==> src/rtl/proc_pkg.sv <==
// Shared processor definitions: opcode values, instruction field positions,
// sequencer state encoding and small decode helpers.
package proc_pkg;

  localparam int INSTR_W     = 32;
  localparam int DELAY_CNT_W = 4;

  // Instruction field bit positions
  localparam int OPER_MSB     = 31;
  localparam int OPER_LSB     = 27;
  localparam int RDST_MSB     = 26;
  localparam int RDST_LSB     = 22;
  localparam int RSRC1_MSB    = 21;
  localparam int RSRC1_LSB    = 17;
  localparam int IMM_MODE_BIT = 16;
  localparam int RSRC2_MSB    = 15;
  localparam int RSRC2_LSB    = 11;
  localparam int ISRC_MSB     = 15;
  localparam int ISRC_LSB     = 0;

  // Opcodes: 0..11 go to the datapath, 19..30 are treated as NOP
  localparam logic [4:0] OP_LAST_DATAPATH = 5'd11;
  localparam logic [4:0] OP_JMP           = 5'd12;
  localparam logic [4:0] OP_JZ            = 5'd13;
  localparam logic [4:0] OP_JNZ           = 5'd14;
  localparam logic [4:0] OP_JC            = 5'd15;
  localparam logic [4:0] OP_JNC           = 5'd16;
  localparam logic [4:0] OP_JS            = 5'd17;
  localparam logic [4:0] OP_JOV           = 5'd18;
  localparam logic [4:0] OP_HALT          = 5'd31;

  typedef enum logic [2:0] {
    ST_IDLE,
    ST_FETCH,
    ST_DECODE,
    ST_EXECUTE,
    ST_DELAY,
    ST_NEXT,
    ST_HALT
  } seq_state_e;

  function automatic logic [4:0] get_oper(input logic [INSTR_W-1:0] instr);
    return instr[OPER_MSB:OPER_LSB];
  endfunction

  function automatic logic [15:0] get_isrc(input logic [INSTR_W-1:0] instr);
    return instr[ISRC_MSB:ISRC_LSB];
  endfunction

  function automatic logic is_datapath_op(input logic [4:0] op);
    return (op <= OP_LAST_DATAPATH);
  endfunction

  // Branch decision; anything that is not a jump (including NOPs) is not taken
  function automatic logic jump_taken(input logic [4:0] op, input logic z,
                                      input logic s, input logic c, input logic o);
    logic taken;
    case (op)
      OP_JMP:  taken = 1'b1;
      OP_JZ:   taken = z;
      OP_JNZ:  taken = ~z;
      OP_JC:   taken = c;
      OP_JNC:  taken = ~c;
      OP_JS:   taken = s;
      OP_JOV:  taken = o;
      default: taken = 1'b0;
    endcase
    return taken;
  endfunction

endpackage

==> src/rtl/seq_delay_counter.sv <==
// Down-counter timing the post-execute wait. done is high on the last
// wait cycle (count of 1), and also at 0 so a stray entry can never lock up.
module seq_delay_counter
  import proc_pkg::*;
(
  input  logic                   clock,
  input  logic                   system_reset,
  input  logic                   load,
  input  logic [DELAY_CNT_W-1:0] load_value,
  input  logic                   decrement,
  output logic                   done
);

  logic [DELAY_CNT_W-1:0] count_q;
  logic [DELAY_CNT_W-1:0] count_d;

  // Next count: load wins over decrement, saturate at zero
  always_comb begin
    count_d = count_q;
    if (load) begin
      count_d = load_value;
    end else if (decrement && (count_q != '0)) begin
      count_d = count_q - 1'b1;
    end
  end

  // Count register with synchronous reset
  always_ff @(posedge clock) begin
    if (system_reset) begin
      count_q <= '0;
    end else begin
      count_q <= count_d;
    end
  end

  assign done = (count_q <= DELAY_CNT_W'(1));

endmodule

==> src/rtl/instr_sequencer.sv <==
// Instruction sequencer: fetches 32-bit words, holds them in ir for the
// datapath, strobes exec_en for datapath ops, resolves jumps from flags and
// advances pc. All outputs come straight from flops.
module instr_sequencer
  import proc_pkg::*;
#(
  parameter int ADDR_W     = 8,
  parameter int EXEC_DELAY = 2
) (
  input  logic              clock,
  input  logic              system_reset,
  input  logic              start,
  output logic              imem_en,
  output logic [ADDR_W-1:0] imem_addr,
  input  logic [31:0]       imem_rdata,
  input  logic              flag_zero,
  input  logic              flag_sign,
  input  logic              flag_carry,
  input  logic              flag_overflow,
  output logic [31:0]       ir,
  output logic              exec_en,
  output logic [ADDR_W-1:0] pc,
  output logic              busy,
  output logic              halted
);

  localparam logic [DELAY_CNT_W-1:0] DELAY_LOAD = DELAY_CNT_W'(EXEC_DELAY);
  localparam bit                     HAS_DELAY  = (EXEC_DELAY > 0);

  seq_state_e        state_q, state_d;
  logic [ADDR_W-1:0] pc_q, pc_d;
  logic [31:0]       ir_q, ir_d;
  logic              taken_q, taken_d;
  logic              exec_en_q, exec_en_d;
  logic              imem_en_q, imem_en_d;
  logic [ADDR_W-1:0] imem_addr_q, imem_addr_d;
  logic              busy_q, busy_d;
  logic              halted_q, halted_d;

  logic              dly_load;
  logic              dly_dec;
  logic              dly_done;
  logic [4:0]        ir_op;
  logic [ADDR_W-1:0] jump_target;

  assign ir_op       = get_oper(ir_q);
  // isrc is 16 bits; the cast truncates or zero-extends to the pc width
  assign jump_target = ADDR_W'(get_isrc(ir_q));

  seq_delay_counter u_delay (
    .clock        (clock),
    .system_reset (system_reset),
    .load         (dly_load),
    .load_value   (DELAY_LOAD),
    .decrement    (dly_dec),
    .done         (dly_done)
  );

  // Next-state, pc/ir update and output decode; outputs are decoded from the
  // next state so that they are registered and line up with the state
  always_comb begin
    state_d  = state_q;
    pc_d     = pc_q;
    ir_d     = ir_q;
    taken_d  = taken_q;
    dly_load = 1'b0;
    dly_dec  = 1'b0;

    case (state_q)
      ST_IDLE, ST_HALT: begin
        if (start) begin
          state_d = ST_FETCH;
          pc_d    = '0;
          taken_d = 1'b0;
        end
      end
      ST_FETCH: begin
        state_d = ST_DECODE;
      end
      ST_DECODE: begin
        ir_d    = imem_rdata;
        state_d = ST_EXECUTE;
      end
      ST_EXECUTE: begin
        taken_d = 1'b0;
        if (is_datapath_op(ir_op)) begin
          if (HAS_DELAY) begin
            dly_load = 1'b1;
            state_d  = ST_DELAY;
          end else begin
            state_d  = ST_NEXT;
          end
        end else if (ir_op == OP_HALT) begin
          state_d = ST_HALT;
        end else begin
          // Jumps and NOPs; NOP opcodes are never taken
          taken_d = jump_taken(ir_op, flag_zero, flag_sign, flag_carry, flag_overflow);
          state_d = ST_NEXT;
        end
      end
      ST_DELAY: begin
        dly_dec = 1'b1;
        if (dly_done) begin
          state_d = ST_NEXT;
        end
      end
      ST_NEXT: begin
        pc_d    = taken_q ? jump_target : pc_q + ADDR_W'(1);
        state_d = ST_FETCH;
      end
      default: begin
        state_d = ST_IDLE;
      end
    endcase

    imem_en_d   = (state_d == ST_FETCH);
    imem_addr_d = pc_d;
    exec_en_d   = (state_d == ST_EXECUTE) && is_datapath_op(get_oper(ir_d));
    busy_d      = (state_d != ST_IDLE) && (state_d != ST_HALT);
    halted_d    = (state_d == ST_HALT);
  end

  // FSM state and registered outputs; reset overrides everything
  always_ff @(posedge clock) begin
    if (system_reset) begin
      state_q     <= ST_IDLE;
      pc_q        <= '0;
      ir_q        <= '0;
      taken_q     <= 1'b0;
      exec_en_q   <= 1'b0;
      imem_en_q   <= 1'b0;
      imem_addr_q <= '0;
      busy_q      <= 1'b0;
      halted_q    <= 1'b0;
    end else begin
      state_q     <= state_d;
      pc_q        <= pc_d;
      ir_q        <= ir_d;
      taken_q     <= taken_d;
      exec_en_q   <= exec_en_d;
      imem_en_q   <= imem_en_d;
      imem_addr_q <= imem_addr_d;
      busy_q      <= busy_d;
      halted_q    <= halted_d;
    end
  end

  assign imem_en   = imem_en_q;
  assign imem_addr = imem_addr_q;
  assign ir        = ir_q;
  assign exec_en   = exec_en_q;
  assign pc        = pc_q;
  assign busy      = busy_q;
  assign halted    = halted_q;

endmodule
==> config.mk <==
export PLATFORM = sky130hd
export DESIGN_NAME = instr_sequencer
export DESIGN_NICKNAME = d
export VERILOG_FILES = /design/src/rtl/proc_pkg.sv /design/src/rtl/seq_delay_counter.sv /design/src/rtl/instr_sequencer.sv
export SDC_FILE = /design/constraint.sdc
export NUM_CORES = 1
export LEC_CHECK = 0
export CORE_MARGIN = 4
export CORE_UTILIZATION = 48
export CTS_CLUSTER_DIAMETER = 200
export DETAILED_ROUTE_END_ITERATION = 8
export PLACE_DENSITY = 0.85
export SLEW_MARGIN = 20
export SYNTH_ARGS = -nofsm -noshare
export SYNTH_HDL_FRONTEND = slang
export SYNTH_HIERARCHICAL = 1
export SYNTH_SLANG_ARGS = --single-unit
==> constraint.sdc <==
create_clock -name clock -period 4.9 [get_ports clock]
set_clock_uncertainty 0.2 [all_clocks]
set_input_delay 0.49 -clock clock [delete_from_list [all_inputs] [get_ports clock]]
set_output_delay 0.49 -clock clock [all_outputs]
set_load 0.02 [all_outputs]
==> metrics.yaml <==
outcome:
  status: "finished clean"
worst_setup_path:
  cp-end-kind: "register"
  start_kind: "register"
  cp_max_fo: 10
  slowest_stage: "nor3_1"
  crit_chain: "inv_1, nor3_1, nor4b_1, mux2i_1, a211oi_1"
  criticalPathCategory: "reg -> reg"
  cp.arrival_ns: 2.50
  crit_required_ns: 4.85
  max_stage_delay_ns: 0.69
floorplan:
  fp.dieH_um: 79.6
  die_area_um2: 6340
  rows: 25
  start_util: 0.508
  core_um2: 4850
  die_w_um: 79.6
  io_pins: 91
grt:
  grtUsageTotal: 0.211
  grt_pass1_wl_um: 10800
  first_global_vias: 2323
  antenna_found_initial: 0
  grt_overflow: 0
  grt_max_degree: 54
synthesis:
  synth_seq_area_share: 0.423
  avgSynthCellArea_um2: 8.02
  syn_inst: 307
  yosysWarnings: 6
  ys_seq_elements: 52
  yosysTopAreaCellShare: 0.423
  synth-async-reset-ratio: 0
  synth_edf_count: 0
  synth_top_cell_by_area: "dfxtp_1"
  ys.flop_type: "dfxtp_1"
  netlist_area_um2: 2460
  synthTopCellsByArea: "dfxtp_1 (42%), nand2_1 (11%), a21oi_1 (9.1%)"
  ys_types: 47
timing:
  hold_viol: 0
  relSlewSlack: 0.305
  tightest_slew_ns: 1.04
  finalCritPeriodShare: 0.521
  finalSetupViolations: 0
  min_period_ns: 2.55
  setup_ws_ns: 2.35
  max_freq_mhz: 392
  tns_ns: 0
  slew_violations: 0
  rsz0062_at_grt: "false"
clocking:
  cts_buffers: 5
  cts.sinks: 52
  clk-insertion-delay-late_ns: 0.30
  cts_buffer_depth: 2
  htree_num_levels: 2
  hold_buffers: 0
  cts_tree: "built"
  post_cts_buffers: 0
  cts_resized: 0
  root_buffer: "clkbuf_8"
  clk_pin_slew_ns: 0.10
cells_and_area:
  fillCellCount: 379
  multi_input_area_um2: 1250
  drive_gt1_frac: 0.0601
  area_growth_pct: 38.4
  n_antenna_cell: 0
  ff_latch_area_um2: 1040
  num-nets-final: 425
pwr:
  p_total_w: 0.000992
  power.density_nw_per_um2: 291
  p_leak_nw: 1.14
  ir_drop_uv: 233
detailed_routing:
  dr.pass1.iters: 4
  vias: 2360
  postRouteWirelength_um: 6420
  avgViaCountPerCell: 5.24
  drc: 0
  drt_iter0_drc: 206
  wl_per_cell_um: 14.3
  ant_nets: 0
job:
  cap_violations: 0
placement:
  gp_congestion: 0.839
  pre_cts_ws_ns: 2.45
  port_buffers: 90
  dp_hpwl_um: 4580
worst_hold_path:
  hold_path.class: "reg -> reg"
==> state kept, by name, summed over array words and instances, names as in the netlist <==
name and cells:
ir 32, imem_addr 8, u_delay/count_q 4, state_q 3, busy 1, exec_en 1
halted 1, imem_en 1, taken_q 1
==> path summary, 6_finish.rpt <==
kind	to	slack (ns)	cells after the start	from
setup / recovery	u_delay/count_q[3]	2.35	5	state_q[2]
hold / removal	ir[15]	0.26	2	ir[15]
setup reg to reg	u_delay/count_q[3]	2.35	5	state_q[2]
hold reg to reg	ir[15]	0.26	2	ir[15]
==> layer usage <==
metal / GRT usage / up-vias / part of all wire
li1: - / 1189 / -
met1: 0.247 / 1094 / 0.42
met2: 0.352 / 70 / 0.47
met3: 0.0914 / 7 / 0.097
met4: 0.0567 / 0 / 0.013
met5: 0 / - / 0
==> per-stage QoR <==
step           area (um2)  hold WS [ns]  instances   util
2_1_floorplan        2470         0.335        309      -
3_3_place_gp         3320         0.241        442  0.684
3_5_place_dp         3320         0.248        442  0.684
4_1_cts              3410         0.263        450  0.703
5_1_grt              3410         0.282        450  0.703
6_report             3410         0.260        450  0.703
==> cells by family (layout without fill, tap and decap cells) <==
kind of cell | after synthesis | count (layout) | synth area share
AO/OA/AOI/OAI | 79 | 79 | 0.219
adder cells (fa/ha/maj) | 4 | 4 | 0.0203
buffers and inverters | 37 | 111 | 0.0777
flip-flops | 52 | 52 | 0.423
multiplexers | 3 | 3 | 0.0132
other | 2 | 4 | 0.00305
AND/OR/NAND/NOR | 130 | 130 | 0.244
==> final cells by class <==
| cell class | instances | share of cell area |
|---|---|---|
| clock inverters | 2 | 0.00477 |
| multi-input cells | 220 | 0.366 |
| repair buffers | 91 | 0.265 |
| inverters | 12 | 0.0132 |
| flip-flops and latches | 52 | 0.305 |
| clock buffers | 6 | 0.0213 |
| well taps | 67 | 0.0246 |
==> report_power, final <==
part           switching [W]  total, W  internal, W  leakage (nW)
clock               0.000145  0.000247     0.000102        0.0414
combinational       0.000137  0.000259     0.000122         0.680
sequential         0.0000320  0.000487     0.000455         0.422
==> cell usage after synthesis, drive strengths merged, types with 2 or more instances <==
master   instances
nand2b           2
nand3b           2
o21ai            5
ha               4
o32ai            5
nor2            18
and2b            2
nor4b            3
and3b            3
o31ai            2
nor3             7
inv             12
mux2             2
nor2b            3
a22oi            3
and3             2
dfxtp           52
clkbuf          13
a21oi           45
a2111oi          2
buf             12
a211oi           3
a311oi           3
o31a             2
conb             2
nand2           75
nand3            7
==> critical path, delay by kind of cell (launching register included) <==
| family | cells | cell delay [ns] |
|---|---|---|
| AND/OR/NAND/NOR | 2 | 1.08 |
| multiplexers | 1 | 0.25 |
| flip-flops | 1 | 0.58 |
| buffers and inverters | 1 | 0.19 |
| AO/OA/AOI/OAI | 1 | 0.09 |
==> placed cells by master (no fill, tap or decap), types with 2 or more instances in the layout <==
master            n
o21ai_0           5
nand3b_1          2
nor4b_1           2
nor2_1           18
a22oi_1           3
a21oi_1          45
and2b_1           2
nor3_1            7
o31ai_1           2
nand2b_1          2
and3_1            2
ha_1              4
a211oi_1          3
o31a_1            2
o32ai_1           5
nand2_1          74
a311oi_1          2
clkbuf_8          5
conb_1            4
nor2b_1           3
inv_1            12
nand3_1           7
and3b_1           3
clkdlybuf4s50_1  89
mux2_2            2
dfxtp_1          52
Power figures use the tool's default switching activity.
